`src/rtl/process_scheduler.sv`:
```
// Round-robin context-switch controller: keeps a table of resident processes and,
// on a timer interrupt or a finish, saves the running context and dispatches the next one.
module process_scheduler #(
    parameter int NUM_PROC   = 4,
    parameter int PID_WIDTH  = 2,
    parameter int DATA_WIDTH = 32
) (
    input  logic                  clock,
    input  logic                  reset,
    input  logic                  create,
    input  logic [DATA_WIDTH-1:0] create_base,
    output logic                  create_ack,
    output logic [PID_WIDTH-1:0]  create_pid,
    output logic                  create_nack,
    input  logic                  interrupt,
    input  logic                  finish,
    input  logic [DATA_WIDTH-1:0] pc_save,
    output logic                  busy,
    output logic                  running,
    output logic [PID_WIDTH-1:0]  cur_pid,
    output logic [DATA_WIDTH-1:0] resume_pc,
    output logic [DATA_WIDTH-1:0] im_offset,
    output logic [DATA_WIDTH-1:0] dm_offset,
    output logic                  switch_done,
    output logic                  no_proc,
    output logic                  full
);

    localparam int KW = PID_WIDTH + 1;

    typedef enum logic [1:0] {
        ST_IDLE,
        ST_SAVE,
        ST_SCAN,
        ST_LOAD
    } state_e;

    state_e                state_q, state_d;
    logic [NUM_PROC-1:0]   valid_q, valid_d;
    logic [DATA_WIDTH-1:0] saved_pc_q [NUM_PROC];
    logic [DATA_WIDTH-1:0] base_q     [NUM_PROC];
    logic [PID_WIDTH-1:0]  cur_pid_q, cur_pid_d;
    logic [PID_WIDTH-1:0]  sel_q, sel_d;
    logic [KW-1:0]         scan_k_q, scan_k_d;
    logic                  running_q, running_d;
    logic [DATA_WIDTH-1:0] resume_pc_q, resume_pc_d;
    logic [DATA_WIDTH-1:0] offset_q, offset_d;
    logic [DATA_WIDTH-1:0] pc_lat_q, pc_lat_d;
    logic                  switch_done_q, switch_done_d;
    logic                  no_proc_q, no_proc_d;

    // Table write port, driven from the next-state logic.
    logic                  pc_we;
    logic [PID_WIDTH-1:0]  pc_widx;
    logic [DATA_WIDTH-1:0] pc_wdata;
    logic                  base_we;
    logic [PID_WIDTH-1:0]  base_widx;

    logic                  table_full;
    logic                  any_valid;
    logic [PID_WIDTH-1:0]  free_idx;
    logic [PID_WIDTH-1:0]  cand_idx;
    logic                  take_create;

    assign table_full = &valid_q;
    assign any_valid  = |valid_q;
    assign cand_idx   = PID_WIDTH'(cur_pid_q + scan_k_q[PID_WIDTH-1:0]);

    // Lowest-index free slot; scanning downwards lets the lowest index win.
    always_comb begin
        free_idx = '0;
        for (int i = NUM_PROC - 1; i >= 0; i--) begin
            if (!valid_q[i]) free_idx = PID_WIDTH'(i);
        end
    end

    // Create is only served when no higher-priority IDLE event claims the cycle.
    assign take_create = (state_q == ST_IDLE) && create &&
                         !(running_q && (finish || interrupt));

    always_comb begin
        // NOTE: every _d and write strobe gets a default first, so no path infers a latch.
        state_d       = state_q;
        valid_d       = valid_q;
        cur_pid_d     = cur_pid_q;
        sel_d         = sel_q;
        scan_k_d      = scan_k_q;
        running_d     = running_q;
        resume_pc_d   = resume_pc_q;
        offset_d      = offset_q;
        pc_lat_d      = pc_lat_q;
        switch_done_d = 1'b0;
        no_proc_d     = 1'b0;
        pc_we         = 1'b0;
        pc_widx       = cur_pid_q;
        pc_wdata      = pc_lat_q;
        base_we       = 1'b0;
        base_widx     = free_idx;

        unique case (state_q)
            ST_IDLE: begin
                if (finish && running_q) begin
                    valid_d[cur_pid_q] = 1'b0;
                    scan_k_d           = KW'(1);
                    state_d            = ST_SCAN;
                end else if (interrupt && running_q) begin
                    pc_lat_d = pc_save;
                    state_d  = ST_SAVE;
                end else if (create) begin
                    if (!table_full) begin
                        valid_d[free_idx] = 1'b1;
                        pc_we             = 1'b1;
                        pc_widx           = free_idx;
                        pc_wdata          = '0;
                        base_we           = 1'b1;
                    end
                end else if (!running_q && any_valid) begin
                    scan_k_d = KW'(1);
                    state_d  = ST_SCAN;
                end
            end

            ST_SAVE: begin
                pc_we    = 1'b1;
                scan_k_d = KW'(1);
                state_d  = ST_SCAN;
            end

            ST_SCAN: begin
                if (valid_q[cand_idx]) begin
                    sel_d   = cand_idx;
                    state_d = ST_LOAD;
                end else if (scan_k_q == KW'(NUM_PROC)) begin
                    running_d = 1'b0;
                    no_proc_d = 1'b1;
                    state_d   = ST_IDLE;
                end else begin
                    scan_k_d = scan_k_q + KW'(1);
                end
            end

            ST_LOAD: begin
                cur_pid_d     = sel_q;
                resume_pc_d   = saved_pc_q[sel_q];
                offset_d      = base_q[sel_q];
                running_d     = 1'b1;
                switch_done_d = 1'b1;
                state_d       = ST_IDLE;
            end

            default: state_d = ST_IDLE;
        endcase
    end

    always_ff @(posedge clock or negedge reset) begin
        if (!reset) begin
            state_q       <= ST_IDLE;
            valid_q       <= '0;
            cur_pid_q     <= '0;
            sel_q         <= '0;
            scan_k_q      <= '0;
            running_q     <= 1'b0;
            resume_pc_q   <= '0;
            offset_q      <= '0;
            pc_lat_q      <= '0;
            switch_done_q <= 1'b0;
            no_proc_q     <= 1'b0;
        end else begin
            // NOTE: sequential state uses <= so every register samples pre-edge values.
            state_q       <= state_d;
            valid_q       <= valid_d;
            cur_pid_q     <= cur_pid_d;
            sel_q         <= sel_d;
            scan_k_q      <= scan_k_d;
            running_q     <= running_d;
            resume_pc_q   <= resume_pc_d;
            offset_q      <= offset_d;
            pc_lat_q      <= pc_lat_d;
            switch_done_q <= switch_done_d;
            no_proc_q     <= no_proc_d;
        end
    end

    // NOTE: the table must be cleared by reset, so it is built from resettable flops, not RAM.
    always_ff @(posedge clock or negedge reset) begin
        if (!reset) begin
            for (int i = 0; i < NUM_PROC; i++) begin
                saved_pc_q[i] <= '0;
                base_q[i]     <= '0;
            end
        end else begin
            if (pc_we)   saved_pc_q[pc_widx] <= pc_wdata;
            if (base_we) base_q[base_widx]   <= create_base;
        end
    end

    assign create_ack  = take_create && !table_full;
    assign create_nack = take_create && table_full;
    assign create_pid  = free_idx;
    assign busy        = (state_q != ST_IDLE);
    assign running     = running_q;
    assign cur_pid     = cur_pid_q;
    assign resume_pc   = resume_pc_q;
    assign im_offset   = offset_q;
    assign dm_offset   = offset_q;
    assign switch_done = switch_done_q;
    assign no_proc     = no_proc_q;
    assign full        = table_full;

endmodule

```
`config.mk`:
```
export PLATFORM = sky130hd
export DESIGN_NAME = process_scheduler
export DESIGN_NICKNAME = d
export VERILOG_FILES = /design/src/rtl/process_scheduler.sv
export SDC_FILE = /design/constraint.sdc
export NUM_CORES = 1
export LEC_CHECK = 0
export ABC_CLOCK_PERIOD_IN_PS = 3910
export CAP_MARGIN = 30
export CORE_UTILIZATION = 30
export CTS_CLUSTER_SIZE = 40
export DETAILED_ROUTE_END_ITERATION = 6
export PLACE_DENSITY = 0.44
export SETUP_SLACK_MARGIN = 0.05
export SLEW_MARGIN = 20
export SYNTH_ARGS = -nofsm -noshare
export SYNTH_HDL_FRONTEND = slang
export SYNTH_SLANG_ARGS = --single-unit
export TNS_END_PERCENT = 100
```
`constraint.sdc`:
```
create_clock -name clock -period 3.91 [get_ports clock]
set_clock_uncertainty 0.1 [all_clocks]
set_input_delay 0.5865 -clock clock [delete_from_list [all_inputs] [get_ports clock]]
set_output_delay 0.5865 -clock clock [all_outputs]
set_load 0.01 [all_outputs]
```
# Yosys cells after proc, flatten, opt, wreduce, memory -nomap -nowiden
# Index checks and enable logic that the tools add are counted.
# totals
register_bits	368
word_cells	145
romBits	0
inputBits	69
ram_bits	0
n_memories	0
output_inout_bits	107
latchBits	0
# op_classes
n_reduce_logical	29
shifts	0
mux	63
mul	0
n_bitwise	7
add_sub_neg	2
n_div	0
order_cmp	10
eq_ne	15
# op_table
operator	count
2-to-1 mux 32 bit	11
bitwise mux 128 bit	2
binary-select mux 32 bit (select 2 bit)	2
demux 32 bit (select 2 bit)	2
2-to-1 mux 2 bit	15
2-to-1 mux 3 bit	6
2-to-1 mux 4 bit	4
2-to-1 mux 1 bit	14
logical AND 1 bit	12
>= comparator 3 bit (second input constant)	3
< comparator 2 x 3 -> 1 bit (second input constant)	3
NOT 2 -> 3 bit	3
one-hot mux 3 bit (3 select lines)	1
AND reduction 3 bit	3
inequality test 2 bit (second input constant)	4
one-hot mux 2 bit (4 select lines)	1
AND reduction 4 bit	2
< comparator 3 x 1 -> 1 bit (second input constant)	2
inequality test 3 bit (second input constant)	2
AND reduction 6 bit	1
nonzero test 2 bit	3
bitwise AND 4 bit	1
demux 1 bit (select 2 bit)	2
equality test 2 bit (second input constant)	2
other kinds (21)	25

# Logic depth before layout (Yosys ltp)
# depth
word_depth	15
ltp_mapped	8
depth_no_buf	6

# Worst setup path before layout
# OpenSTA, ideal clock, no wires.
# synth_timing
path_type	input -> register
from	in finish
to	reg saved_pc_q[100] in the netlist's numbering
path_slack_ns	1.751
arrival_time_ns	1.935
path_stages	7
setup_ns	0.125
path_buffers	2
required_time_ns	3.685
path_cell_list	o21ai_2 nand4_1 a22o_4 nor2b_1 clkbuf_2 buf_6 mux2_2
# synth_via
elab_chain_len	9
word_cells_on_any_way	14
cone_classes	2 x order compare; 9 x mux; 1 x bitwise; 2 x reduce/logical
# synth_lines
element	line_no	text
from (decl)	16	input logic finish,
logical AND 1 bit *	102	if (finish && running_q) begin
2-to-1 mux 2 bit	102	
2-to-1 mux 2 bit	100	unique case (state_q)
NOT 2 -> 3 bit (implied by the code)	192	if (pc_we) saved_pc_q[pc_widx] <= pc_wdata;
>= comparator 3 bit (implied by the code) / < comparator 3 x 1 -> 1 bit (equally long branches)	192	
logical AND 1 bit (implied by the code)	192	
2-to-1 mux 32 bit (implied by the code)	192	
demux 32 bit (select 2 bit)	192	
bitwise mux 128 bit	192	
to (signal, indexed assignment)	192	
to (decl)	40	logic [DATA_WIDTH-1:0] saved_pc_q [NUM_PROC];
# Mark *: on every way between the ends. The rest lies on a longest branch, timed or not.
# A chain may end at the register's enable or synchronous reset.

# Final worst setup path
# layout_timing
from	in finish
to	out create_ack
# layout_via
elab_chain_len	5
# layout_lines
element	line_no	text
logical OR 1 bit	79	!(running_q && (finish || interrupt));
logical AND 1 bit	79	
zero test 1 bit	79	
logical AND 1 bit	78	assign take_create = (state_q == ST_IDLE) && create &&
logical AND 1 bit	197	assign create_ack = take_create && !table_full;
to (decl)	12	output logic create_ack,
# Every way passes these cells.

==> impl_metrics.env <==
export IMPL_timing_hold_violations_final=0
export IMPL_cts_sinks=368
export IMPL_grt_total_usage_pct=14.0
export IMPL_relSlewSlack_pct=57.3
export IMPL_ir_drop_mv=0.273
export IMPL_cp_end_kind="output pin"
export IMPL_grt_pass1_wl_um=60100
export IMPL_p_leak_nw=8.78
export IMPL_busiest_layer="met2"
export IMPL_drv_slew=0
export IMPL_use_met2_pct=23.3
export IMPL_min_period_ps=3250
export IMPL_port_buffers=175
export IMPL_final_cell_mix="dfrtp_1 (366), mux2_2 (298), clkdlybuf4s50_1 (174)"
export IMPL_rows=84
export IMPL_fin_setup_tns_ps=0
export IMPL_synthCells=999
export IMPL_rsz0062_at_grt="false"
export IMPL_use_met1_pct=18.8
export IMPL_syn_area_mm2=0.0163
export IMPL_clkTransAtPathRegs_ps=50
export IMPL_synth_seq_area_share_pct=56.6
export IMPL_dp_cells=1787
export IMPL_grt_pass1_vias=9666
export IMPL_synthFlopType="dfrtp_1"
export IMPL_hp_class="reg2reg"
export IMPL_syn2layout_area_growth_pct=22.1
export IMPL_crit_top_cell="clkdlybuf4s50_1"
export IMPL_max_freq_ghz=0.308
export IMPL_synth_top_area_share_pct=56.6
export IMPL_grt_max_degree=92
export IMPL_synth_edff_count=0
export IMPL_worstHoldPathCells=1
export IMPL_wire_per_inst_um=20.2
export IMPL_totalWireLength_um=37700
export IMPL_tightest_slew_ps=641
export IMPL_ff2ff_path_depth=6
export IMPL_crit_path_cell_trace="clkdlybuf4s50_1 > o21ai_2 > nand4_1 > inv_1 > clkdlybuf4s50_1"
export IMPL_die_area_mm2=0.0552
export IMPL_max_cap_violations=0
export IMPL_clk_latency_ps=560
export IMPL_status="finished, final reports clean"
export IMPL_numCtsBuffers=42
export IMPL_tritoncts="built"
export IMPL_setup_viol=0
export IMPL_yosys_top_cells_area="dfrtp_1 (57%), mux2_2 (21%), mux4_2 (8.9%)"
export IMPL_arrival_ps=2560
export IMPL_cts_root_buf="clkbuf_16"
export IMPL_drive_gt1_share_pct=43.2
export IMPL_die_h_um=235
export IMPL_synth_nets=1071
export IMPL_design_area_mm2=0.0199
export IMPL_cts_resized_gates=0
export IMPL_slowest_delay_ps=580
export IMPL_critPathSlowestCell="clkdlybuf4s50_1"
export IMPL_clockBufferDepth=3
export IMPL_ys_types=50
export IMPL_synth_async_reset_ratio_pct=100
export IMPL_post_route_util_pct=37.4
export IMPL_ios=176
export IMPL_path_class="in2out"
export IMPL_fin_cells=1862
export IMPL_first_pass_iters=4
export IMPL_ys_warn_count=0
export IMPL_nets=1216
export IMPL_grt_antenna_before_repair=0
export IMPL_vias=8759
export IMPL_final_common_cell="dfrtp_1"
export IMPL_drt_iter0_drc=297
export IMPL_postSynthAreaPerCell_um2=16.3
export IMPL_grt_util_met3_pct=2.61
export IMPL_ant_nets=0
export IMPL_cts_htree_levels=2
export IMPL_yosysTopAreaCell="dfrtp_1"
export IMPL_cp_data_required_time_ps=3220
export IMPL_cp_max_fo=6
export IMPL_period_share_pct=83.1
export IMPL_place_hpwl_um=22900
export IMPL_placed_cell_area_mm2=0.0185
export IMPL_die_x_um=235
export IMPL_ys_seq_elements=368
export IMPL_place_gp_congestion=0.701
export IMPL_routed_via_density=4.70
export IMPL_grt_overflow=0
export IMPL_drc=0
export IMPL_start_util_pct=30.7
export IMPL_crit_path_start_kind="primary input"
export IMPL_core_mm2=0.0531
export IMPL_power_density_mw_per_mm2=808
-- layout make-up --
class,count,area (um2)
Antenna cell,1,2.50
Tap cell,688,861
Fill cell,4946,33200
Clock buffer,61,1220
Inverter,8,30.0
Clock inverter,12,104
Timing Repair Buffer,195,2020
Multi-Input combinational cell,529,6410
Sequential cell,368,9220
-- metrics by stage --
step | total power [mW] | worst slack [ps] | hold slack (ps)
floorplan | 10.5 | 1750 | 191
global placement | 12.3 | 673 | 365
detailed placement | 12.4 | 626 | 371
CTS | 16.4 | 647 | 383
global route | 17.1 | 574 | 407
finish | 16.1 | 662 | 382
-- registers in the layout, summed over array words and instances (netlist names) --
| name | count |
|---|---|
| cur_pid | 2 |
| base_q | 128 |
| scan_k_q | 3 |
| pc_lat_q | 32 |
| sel_q | 2 |
| running | 1 |
| no_proc | 1 |
| resume_pc | 32 |
| saved_pc_q | 128 |
| switch_done | 1 |
| valid_q | 4 |
| state_q | 2 |
| dm_offset | 32 |
-- worst paths after layout --
kind                                        start                         end  slack, ps
max                                        finish                  create_ack        660
min                        base_q[39]$_DFFE_PN0P_      base_q[39]$_DFFE_PN0P_        380
max reg2reg                state_q[1]$_DFFE_PN0P_  saved_pc_q[52]$_DFFE_PN0P_       1330
min reg2reg                base_q[39]$_DFFE_PN0P_      base_q[39]$_DFFE_PN0P_        380
max in group asynchronous                   reset    resume_pc[8]$_DFFE_PN0P_       2300
min in group asynchronous                   reset   dm_offset[20]$_DFFE_PN0P_        440
-- worst max-delay path, delay by kind of cell --
family | cells | cell delay [ps]
AND/OR/NAND/NOR | 1 | 280
AO/OA/AOI/OAI | 1 | 360
buffers and inverters | 3 | 1330
-- synth_stat cells, types with 5 or more instances --
cell type	count
mux4_2	64
clkbuf_1	13
buf_4	32
and2_1	34
mux2_4	44
dfrtp_1	368
inv_1	8
o21ai_0	5
nand4_1	5
mux2_1	14
nor2_1	8
buf_6	14
buf_2	24
mux2_2	298
buf_1	5
nand2_1	10
-- where the power goes --
| group | switching (mW) | internal (mW) |
|---|---|---|
| Clock | 1.59 | 2.23 |
| Sequential | 1.08 | 5.48 |
| Combinational | 2.13 | 3.55 |
| Total | 4.79 | 11.3 |
-- repair_timing --
item                      CTS  global route
buffers inserted            0             0
hold buffers                1             0
hold endpoints to repair   60             0
-- cell families after synthesis --
| group | share of synthesized area [%] |
|---|---|
| buf+inv | 4.21 |
| mux | 34.7 |
| xor+xnor | 0.138 |
| flops | 56.6 |
| compound gates | 1.13 |
| simple gates | 3.00 |
| fa+ha+maj | 0.231 |
-- per-layer routing --
layer	wire, um	share of wire (%)
met5	0	0
met4	648	1.7
met3	1200	3.2
met2	18600	49
met1	17200	46
Note: power is estimated with default switching activity, not from simulation.
==> RTL change (config.mk and constraints unchanged) <==
Change the parameter `PID_WIDTH` from 2 to 4.
--- a/src/rtl/process_scheduler.sv
+++ b/src/rtl/process_scheduler.sv
@@ -2,7 +2,7 @@
 // on a timer interrupt or a finish, saves the running context and dispatches the next one.
 module process_scheduler #(
     parameter int NUM_PROC   = 4,
-    parameter int PID_WIDTH  = 2,
+    parameter int PID_WIDTH  = 4,
     parameter int DATA_WIDTH = 32
 ) (
     input  logic                  clock,
Ports: changed (resized create_pid and cur_pid); port bits go from 176 to 180. The function was not compared with the original's and may differ.
==> RTL change against the original RTL <==
Die area increased by 0.25%. First-iteration DRC count up 37%. Non-clock buffer count grew 9. Sequential cell count grew 6. Worst hold slack worse by 0.36 ns. Setup slack got worse by 0.036 ns. Fmax down 1.1%. Clock power rose by 7.3%. Combinational power down 5.5%. Total power grew 0.15%. Synthesized cell count grew 3.2%. Area after synthesis rose by 0.25%. Final area grew 1.5%. Routed wire length up 4.1%.
==> RTL change: results (changes against the original RTL) <==
[worst_setup_path]
worstPathArrival_ns=2.60  ; +0.04 ns
cp_max_fo=5  ; -1
r2r_cells=7  ; +1
slowest_delay_ns=0.69  ; +0.11 ns
worst-r2r-setup-slack_ns=0.85  ; -0.48 ns
cp-endpoint=create_nack
r2r-start=cur_pid[0]$_DFFE_PN0P_

[min_path]
hp-class=primary input to async pin

[timing]
hold_ws_ns=0.02404  ; -0.3580 ns

[final_layout]
sh_seq_area=0.4645  ; +0.0006248
buffers=204  ; +4.6%
drive_above_1_share=0.3500  ; -0.08223
multiInputGateArea_um2=6375  ; -0.55%
inverters=9  ; +1
clk_share=0.07148  ; +0.004727
final_nets=1264  ; +3.9%
multi_input_gates=555  ; +4.9%
final_cell_area_um2=20160  ; +1.5%

[pwr]
vdd_drop_max_mv=0.3547  ; +30%
leakagePower_uw=0.008909  ; +1.5%

[run_status]
status=complete, no violations

[routing]
vias=9163  ; +4.6%

[logic_synthesis]
synth_compound_area_frac=0.01081  ; -0.0004888
ys_ff_latch=374  ; +1.6%
synth_area_leaders=dfrtp_1 (57%), mux2_2 (17%), mux4_2 (9.0%)
synth.area.mux_share=0.3369  ; -0.01008
synthAdderAreaFrac=0.005062  ; +0.002755
synthDistinctLibCells=45  ; -10%
synth_xor_area_frac=0.001611  ; +0.0002266
synth_commonest_cells=dfrtp_1 (374), mux2_2 (247), mux2_1 (111)

[global_route]
grt_pass1_vias=9741  ; +0.78%
grt_use_total=0.1447  ; +0.004392

[placement]
io_buffers=177  ; +1.1%
gp_congestion=0.7173  ; +2.3%
pre_cts_ws_ns=0.5583  ; -0.06744 ns
placed_area_um2=18720  ; +1.0%

[clock_tree]
numCtsBuffers=45  ; +7.1%

==> RTL change: changes by cell type in the layout (fill, tap and decap cells not counted), moves of 4 or more <==
cell	unedited run	this run
mux2_2	298	247
dfrtp_1	366	372
nand3_1	1	9
buf_4	10	20
mux2_1	14	111
nand4_1	5	1
mux2_4	44	0
nand2_1	10	15
o21ai_0	5	13
==> RTL change: where the power goes <==
part           leakage (µW)  internal, µW  total [µW]  switching (µW)
Clock              0.000717          2470        4100            1630
Combinational       0.00339          3300        5370            2070
Sequential          0.00480          5470        6600            1130
Total               0.00891         11200       16100            4830
==> RTL change: layer usage <==
metal	vias up	global-route usage	part of all wire
met3	65	0.02779	0.041
met4	0	0.04844	0.023
met1	4884	0.1985	0.46
met5	-	0	0
met2	179	0.2294	0.47
li1	4035	-	-
==> RTL change: worst max-delay path: cells and delay by family <==
kind	cells	cell delay, ns
buffers and inverters	2	1.18
AND/OR/NAND/NOR	2	0.44
AO/OA/AOI/OAI	1	0.39
